===== src/rtl/note_freq_glide.sv =====
// note_freq_glide: debounced 6-bit note switch to frequency, with portamento glide.
//   clk, rst_n   : system clock, asynchronous active-low reset (synchronous release)
//   sw[5:0]      : [5:4] octave code, [3] sharp, [2:0] note C..B (7 = invalid)
//   freq         : current (gliding) output frequency in Hz
//   target       : frequency of the accepted switch code in Hz
//   settled      : high when freq == target
//   note_change  : one-cycle pulse when a new switch code is accepted
module note_freq_glide #(
  parameter int unsigned FREQ_W       = 12,
  parameter int unsigned DEBOUNCE     = 16,
  parameter int unsigned GLIDE_DIV    = 1000,
  parameter int unsigned GLIDE_STEP   = 4,
  parameter int unsigned DEFAULT_FREQ = 440
) (
  input  logic              clk,
  input  logic              rst_n,
  input  logic [5:0]        sw,
  output logic [FREQ_W-1:0] freq,
  output logic [FREQ_W-1:0] target,
  output logic              settled,
  output logic              note_change
);

  localparam int unsigned DB_W  = (DEBOUNCE  > 1) ? $clog2(DEBOUNCE)  : 1;
  localparam int unsigned DIV_W = (GLIDE_DIV > 1) ? $clog2(GLIDE_DIV) : 1;
  localparam logic [5:0]        RESET_CODE = 6'b000101;
  localparam logic [DB_W-1:0]   DB_LAST    = DB_W'(DEBOUNCE - 1);
  localparam logic [DIV_W-1:0]  DIV_LAST   = DIV_W'(GLIDE_DIV - 1);
  localparam logic [FREQ_W-1:0] DEF_F      = FREQ_W'(DEFAULT_FREQ);
  localparam logic [FREQ_W-1:0] STEP_F     = FREQ_W'(GLIDE_STEP);

  typedef enum logic {IDLE, GLIDE} state_e;

  state_e            state_q, state_d;
  logic [5:0]        sync1_q, sync1_d;
  logic [5:0]        sync2_q, sync2_d;
  logic [5:0]        cand_q, cand_d;
  logic [5:0]        acc_q, acc_d;
  logic [DB_W-1:0]   cnt_q, cnt_d;
  logic [DIV_W-1:0]  div_q, div_d;
  logic [FREQ_W-1:0] freq_q, freq_d;
  logic [FREQ_W-1:0] target_q, target_d;
  logic              settled_q, settled_d;
  logic              note_change_q, note_change_d;
  logic [FREQ_W-1:0] diff_c;
  logic [FREQ_W-1:0] step_c;

  // Switch code to Hz: semitone table at octave 4, then octave shift.
  function automatic logic [FREQ_W-1:0] lookup(input logic [5:0] code);
    logic [3:0]  semi;
    logic [8:0]  base;
    logic [10:0] scaled;
    semi   = 4'd0;
    base   = 9'd440;
    scaled = 11'd0;
    case (code[2:0])
      3'd0:    semi = 4'd0;
      3'd1:    semi = 4'd2;
      3'd2:    semi = 4'd4;
      3'd3:    semi = 4'd5;
      3'd4:    semi = 4'd7;
      3'd5:    semi = 4'd9;
      3'd6:    semi = 4'd11;
      default: semi = 4'd0;
    endcase
    // E and B have no sharp; the sharp bit is ignored for them
    if (code[3] && (code[2:0] != 3'd2) && (code[2:0] != 3'd6))
      semi = 4'(semi + 4'd1);
    case (semi)
      4'd0:    base = 9'd261;
      4'd1:    base = 9'd277;
      4'd2:    base = 9'd293;
      4'd3:    base = 9'd311;
      4'd4:    base = 9'd330;
      4'd5:    base = 9'd349;
      4'd6:    base = 9'd370;
      4'd7:    base = 9'd392;
      4'd8:    base = 9'd415;
      4'd9:    base = 9'd440;
      4'd10:   base = 9'd466;
      4'd11:   base = 9'd494;
      default: base = 9'd440;
    endcase
    case (code[5:4])
      2'd0:    scaled = {2'b00, base};
      2'd1:    scaled = {1'b0, base, 1'b0};
      2'd2:    scaled = {base, 2'b00};
      default: scaled = {3'b000, base[8:1]};
    endcase
    if (code[2:0] == 3'd7) return DEF_F;
    return FREQ_W'(scaled);
  endfunction

  // Synchroniser, candidate tracking and debounce acceptance.
  always_comb begin
    sync1_d       = sw;
    sync2_d       = sync1_q;
    cand_d        = cand_q;
    cnt_d         = cnt_q;
    acc_d         = acc_q;
    note_change_d = 1'b0;
    if (sync2_q != cand_q) begin
      cand_d = sync2_q;
      cnt_d  = '0;
    end else if (cand_q != acc_q) begin
      if (cnt_q == DB_LAST) begin
        acc_d         = cand_q;
        cnt_d         = '0;
        note_change_d = 1'b1;
      end else begin
        cnt_d = cnt_q + DB_W'(1);
      end
    end
    target_d = lookup(acc_d);
  end

  // Distance to target and the clipped step so a tick never overshoots.
  always_comb begin
    diff_c = (target_q > freq_q) ? (target_q - freq_q) : (freq_q - target_q);
    step_c = (32'(diff_c) > GLIDE_STEP) ? STEP_F : diff_c;
  end

  // Glide FSM: next state, divider and frequency.
  always_comb begin
    state_d = state_q;
    div_d   = div_q;
    freq_d  = freq_q;
    if (GLIDE_STEP == 0) begin
      state_d = IDLE;
      freq_d  = target_q;
    end else begin
      case (state_q)
        IDLE: begin
          if (freq_q != target_q) begin
            state_d = GLIDE;
            div_d   = '0;
          end
        end
        GLIDE: begin
          if (freq_q == target_q) begin
            state_d = IDLE;
          end else if (div_q == DIV_LAST) begin
            div_d  = '0;
            freq_d = (target_q > freq_q) ? (freq_q + step_c) : (freq_q - step_c);
            if (freq_d == target_q) state_d = IDLE;
          end else begin
            div_d = div_q + DIV_W'(1);
          end
        end
        default: state_d = IDLE;
      endcase
    end
    settled_d = (freq_d == target_d);
  end

  // Synchroniser preloads the reset code so releasing reset is not seen as a switch change.
  always_ff @(posedge clk or negedge rst_n) begin
    if (!rst_n) begin
      state_q       <= IDLE;
      sync1_q       <= RESET_CODE;
      sync2_q       <= RESET_CODE;
      cand_q        <= RESET_CODE;
      acc_q         <= RESET_CODE;
      cnt_q         <= '0;
      div_q         <= '0;
      freq_q        <= DEF_F;
      target_q      <= DEF_F;
      settled_q     <= 1'b1;
      note_change_q <= 1'b0;
    end else begin
      state_q       <= state_d;
      sync1_q       <= sync1_d;
      sync2_q       <= sync2_d;
      cand_q        <= cand_d;
      acc_q         <= acc_d;
      cnt_q         <= cnt_d;
      div_q         <= div_d;
      freq_q        <= freq_d;
      target_q      <= target_d;
      settled_q     <= settled_d;
      note_change_q <= note_change_d;
    end
  end

  assign freq        = freq_q;
  assign target      = target_q;
  assign settled     = settled_q;
  assign note_change = note_change_q;

endmodule


===== config.mk =====
export PLATFORM = sky130hd
export DESIGN_NAME = note_freq_glide
export DESIGN_NICKNAME = d
export VERILOG_FILES = /design/src/rtl/note_freq_glide.sv
export SDC_FILE = /design/constraint.sdc
export NUM_CORES = 1
export LEC_CHECK = 0
export CAP_MARGIN = 20
export CORE_AREA = 2 2 113 115
export DETAILED_ROUTE_END_ITERATION = 10
export DIE_AREA = 0 0 115 117
export DONT_BUFFER_PORTS = 1
export PLACE_DENSITY = 0.68
export RECOVER_POWER = 25
export SLEW_MARGIN = 20
export SYNTH_ARGS = -nofsm -noshare
export SYNTH_HDL_FRONTEND = slang
export SYNTH_SLANG_ARGS = --single-unit
export TNS_END_PERCENT = 30

===== constraint.sdc =====
create_clock -name clk -period 7.59 [get_ports clk]
set_clock_uncertainty 0.2 [all_clocks]
set_input_delay 1.8975 -clock clk [delete_from_list [all_inputs] [get_ports clk]]
set_output_delay 1.8975 -clock clk [all_outputs]
set_load 0.01 [all_outputs]

[After elaboration in Yosys (flattened, before gate mapping)]
Memory sizes are Yosys's and may differ from the RTL's.
Index checks and enable logic that the tools add are counted.
Storage, ports and cells
  memories: 1
  register bits after elaboration: 65
  memory bits (read-only): 128
  word-level logic and storage cells: 78
Memory list
  (name not given): words 16, width 8, read ports 1, clocked after memory_dff 0, wr ports 0, RTL line 69  | case (semi)
Cells by class
  reductions and logical operators: 5
  magnitude comparators: 2
  muxes and demuxes: 30
  add/sub/neg operators: 7
  equal/unequal tests: 21
  bitwise gates (word level): 1
Operators with widths (number)
  $mux 12: 8
  $eq 12x12->1: 3
  $sub 12x12->12: 3
  $pmux 11 s3: 1
  $mux 10: 3
  $pmux 4 s6: 1
  $pmux 10 s2: 1
  $mux 6: 3
  $mux 4: 4
  $add 12x12->12: 1
  $eq 3x3->1 const B: 4
  $gt 12x12->1: 1
  $gt 12x3->1 const B: 1
  $ne 12x12->1: 1
  $ne 6x6->1: 2
  $add 10x1->10 const B: 1
  $eq 10x10->1 const B: 1
  $add 4x1->4 const B: 2
  $mux 1: 8
  $eq 3x2->1 const B: 2
  $eq 4x4->1 const B: 1
  $ne 2x2->1 const B: 2
  $eq 3x1->1 const B: 1
  $ne 3x2->1 const B: 1
  9 further kinds: 10

[Depth between registers and ports, before layout]
Gate-level depths: netlist (run 1).
An unclocked memory read counts as a cell.
  depth in word-level cells: 12
  depth in mapped cells: 31
  depth with buffers taken out: 30

[Worst setup path after synthesis (run 1)]
Ideal clock, no wire load.
  path type: register -> register
  start: reg freq_q[8], in the netlist freq[8]
  end: reg settled_q, in the netlist settled
  path buffers: 3
  slack: 62 ps
  data arrival time: 7238 ps
  cell stages (with the launch flop): 31
  required time: 7301 ps
  cells stage by stage: dfstp_2 -> inv_1 -> ha_1 -> clkbuf_1 -> and4b_1 -> clkbuf_1 -> nand3_1 -> buf_2 -> o311a_1 -> nor2_2 -> mux2i_1 -> xnor2_1 -> nor4_1 -> nand4bb_1 -> a21oi_1 -> or3b_1 -> ha_1 -> a22o_1 -> inv_1 -> ha_1 -> nor2b_1 -> o31a_1 -> o311ai_0 -> a21boi_0 -> o21a_1 -> or2_2 -> o21ai_0 -> o32a_1 -> o2111ai_1 -> or4_1 -> nor4b_2
Between the ends
  word-level cells in the longest chain between the ends: 10
  elaborated cells on any way between the ends: 14
  classes of those cells: add/sub: 4; order compare: 2; eq/ne: 2; mux: 6
RTL lines
  start, declared: RTL line 41  | logic [FREQ_W-1:0] freq_q, freq_d;
  start signal, assigned: RTL line 178  | freq_q <= freq_d;
  $sub 12x12->12 / $gt 12x12->1 (equally long branches): RTL line 119, 144
  $mux 12: RTL line 119  | diff_c = (target_q > freq_q) ? (target_q - freq_q) : (freq_q - target_q);
  $gt 12x3->1: RTL line 120  | step_c = (32'(diff_c) > GLIDE_STEP) ? STEP_F : diff_c;
  $mux 12: RTL line 120
  $sub 12x12->12 / $add 12x12->12 (equally long branches): RTL line 144  | freq_d = (target_q > freq_q) ? (freq_q + step_c) : (freq_q - step_c);
  $mux 12: RTL line 144
  $mux 12: RTL line 142  | end else if (div_q == DIV_LAST) begin
  $mux 12 *: RTL line 140  | if (freq_q == target_q) begin
  $mux 12 *: RTL line 132  | case (state_q)
  via freq_d[7]: RTL line 41
  $eq 12x12->1 *: RTL line 153  | settled_d = (freq_d == target_d);
  via settled_d: RTL line 43  | logic settled_q, settled_d;
  end signal, assigned: RTL line 180  | settled_q <= settled_d;
  end, declared: RTL line 43
The timed path passes the listed nets; every way through them passes the cells marked *.
A chain may end at the register's enable or synchronous reset.

[Worst setup path in the final report (run 1)]
  start: reg freq_q[8], in the netlist freq[8]
  end: reg settled_q, in the netlist settled
Between the ends
  word-level cells in the longest chain between the ends: 10
  elaborated cells on any way between the ends: 14
  classes of those cells: add/sub: 4; order compare: 2; eq/ne: 2; mux: 6
RTL lines (RTL line)
  $sub 12x12->12 / $gt 12x12->1 (equally long branches): 119, 144
  $mux 12: 119
  $gt 12x3->1: 120
  $mux 12: 120
  $sub 12x12->12 / $add 12x12->12 (equally long branches): 144
  $mux 12: 144
  $mux 12: 142
  $mux 12: 140
  $mux 12 *: 132
  $eq 12x12->1 *: 153
  via settled_d: 43
Marks and branches as above.

==> reports/metrics.csv, run 1 <==
metric,value,unit
synth_edf_count,0,
die-width,115,um
drv_cap,0,
synthTopCellsByArea,"dfrtp_1 (19%), ha_1 (8.7%), dfstp_2 (8.3%)",
place_congestion,0.983,
syn_nets,791,
cp.required,7630,ps
synthMuxAreaShare,0.0350,
yosysSeqAreaShare,0.270,
slew_headroom,0.314,
setup_viol,0,
post_cts_buffers,0,
grt_pass1_wl,27700,um
via_per_inst,6.30,
cpPeakStageDelay,600,ps
synth_fa_ha_area_frac,0.0991,
nets,798,
grt_max_degree,65,
worstReg2RegEnd,settled,
path_clk_slew,60,ps
die_h,117,um
drt_iter0_markers,474,
track_usage,0.258,
yosysWarnings,0,
cts_buffers,9,
fmax,138,MHz
synthSimpleGateAreaFrac,0.233,
cts_tree,yes,
final.period_utilization,0.952,
hold_end,sync2_q[4],
numPortBuffers,0,
yosysTopAreaCell,dfrtp_1,
slew_viol_final,0,
hold_viol_final,0,
hold_path.class,reg -> reg,
synth_top_area_share,0.187,
synth.distinct_cells,89,
yosys_register_bits,64,
antenna_cells,0,
synth_area,0.00601,mm^2
ant_nets,0,
cts_hold_buffers,0,
cpMaxStageDelayCell,dfstp_2,
die-area,0.0135,mm^2
place_inst,884,
cts.sinks,64,
worst_slew_pin_slew,1020,ps
dr.pass1.iters,5,
clkLatencyLatePin,330,ps
crit_path_end_kind,flop,
pwr_density_cell,122,mW/mm^2
via_count,5674,
floorplan.initialDensity,0.488,
netlist_top_cells_count,"nand2_1 (77), o21ai_0 (53), inv_1 (48)",
cts_root_buf,clkbuf_16,
core_area,0.0123,mm^2
clockBufferDepth,2,
synth_top_family_by_area,compound AO/OA/AOI/OAI gates,
dp_hpwl,13000,um
synthArstFlopShare,1.00,
arrival,7270,ps
htree_levels,3,
yosysMostFrequentCell,nand2_1,
peakVddDrop,0.125,mV
io_pins,34,
rows,41,
worstSetupPathType,reg -> reg,
r2r_cells,28,
worst-r2r-setup-slack,360,ps
stdcell_count,900,
p_leak,0.00286,uW
min_from,sync1_q[4],
rr_startpoint,freq[8],
overflow,0,
synth_ff_type,dfrtp_1,
status,"complete, no violations",
setup_tns,0,ps
synth_compound_area_frac,0.239,
wl,17200,um
antenna_found_initial,0,
drive_gt1_frac,0.161,
avgSynthCellArea,8.14,um^2
grt_pass1_vias,5502,
synth_cells,738,
synth_xor_xnor_area_share,0.0627,
worstPathMaxFanout,7,
syn_to_final_growth,12.0,%
drc,0,
crit_path_start_kind,flop,
post-route-min-period,7230,ps
holdPathStages,0,
routedWlPerCell,19.1,um
critical path: cells and delay by family, from the launching register on:
kind	cells	cell delay [ps]
buffers and inverters	3	400
AOI/OAI and AO/OA	7	1620
adders and majority gates	3	1030
muxes	1	130
DFF	1	600
and+or+nand+nor	13	3040
xor gates and xnor gates	1	120
cells by family (layout without fill, tap and decap cells):
kind of cell / after synthesis / in the layout
and+or+nand+nor: 268 / 268
AOI/OAI and AO/OA: 205 / 205
buffers and inverters: 91 / 103
DFF: 64 / 64
adders and majority gates: 46 / 46
xor gates and xnor gates: 43 / 43
muxes: 20 / 20
other: 1 / 1
layout make-up:
| cell class | instances | area (um^2) |
|---|---|---|
| Multi-Input combinational cell | 583 | 4130 |
| Inverter | 50 | 188 |
| Fill cell | 1090 | 5580 |
| Tap cell | 150 | 188 |
| Timing Repair Buffer | 37 | 278 |
| Sequential cell | 64 | 1630 |
| Clock inverter | 6 | 91.3 |
| Clock buffer | 10 | 239 |
through the flow:
step	setup slack (ps)	area [um^2]	hold WS, ps	util	total power, uW
6_report	364	6730	148	0.547	818
5_1_grt	-43.9	6730	152	0.547	842
4_1_cts	21.1	6640	151	0.539	825
3_5_place_dp	-181	6300	139	0.512	370
3_3_place_gp	208	6300	133	0.512	369
2_1_floorplan	62.4	6010	131	-	368
sequential cells by signal, indices dropped and copies added (netlist names):
name	count
acc_q	6
cand_q	6
cnt_q	4
div_q	10
freq	12
note_change	1
settled	1
state_q	1
sync1_q	6
sync2_q	6
target	11
placed cells by master, fill, tap and decap left out, types with 4 or more instances in the layout:
cell type and n:
dfstp_2 17, o21ai_0 51, clkbuf_16 9, buf_4 37, a221oi_1 5, or2_2 6
nand2b_1 8, a21o_1 6, dfrtp_1 45, nor4_1 12, inv_1 48, xor2_1 14
nand3_1 28, o21ai_1 8, nor2b_1 5, a211oi_1 4, o211ai_1 9, a22o_1 4
o21a_1 8, or4_1 7, mux2_2 4, nor3_1 25, nand2_1 77, mux2i_1 13
nor4_2 4, xnor2_1 29, ha_1 41, o31ai_1 4, nand4_1 7, or3_1 7
nor2_1 41, a31oi_1 8, and3_1 13, a21oi_1 42
layer usage:
metal  global-route usage  part of all wire
met3               0.0402             0.051
met1                0.332              0.44
met5                    0                 0
met2                0.433              0.48
met4                0.112             0.029
repair_timing:
action | 4_1_cts | 5_1_grt
endpoints found under the setup margin | 1 | 2
gates resized for setup | 2 | 22
pin swaps | 0 | 1
where the power goes:
part / total [uW] / switching (uW) / internal [uW]
Clock: 454 / 156 / 298
Combinational: 9.46 / 5.19 / 4.27
Sequential: 355 / 6.76 / 348
how the worst max path moves through the flow:
stage | startpoint | end | slack [ps] | depth (start not counted)
after detailed placement | freq[3] | settled | -180 | 27
after CTS | freq[3] | settled | 20 | 27
after global placement | freq[3] | settled | 210 | 27
final | freq[8] | settled | 360 | 28
after global routing | target[1] | settled | -40 | 28
after floorplan | freq[8] | settled | 60 | 30
(Power assumes the default switching activity.)
==> run 2, diff against run 1 <==
==> constraint.sdc (replaced) <==
create_clock -name clk -period 7.59 [get_ports clk]
set_clock_uncertainty 0.2 [all_clocks]
set_input_delay 1.518 -clock clk [delete_from_list [all_inputs] [get_ports clk]]
set_output_delay 1.518 -clock clk [all_outputs]
set_load 0.01 [all_outputs]
==> results of run 2 <==
The final DEF is identical to that of run 1. Status: complete, no violations.
==> run 3, diff against run 2 <==
Settings changed: TNS_END_PERCENT 30 to 10.
==> results of run 3 <==
The final DEF is identical to that of run 1. Status: complete, no violations.
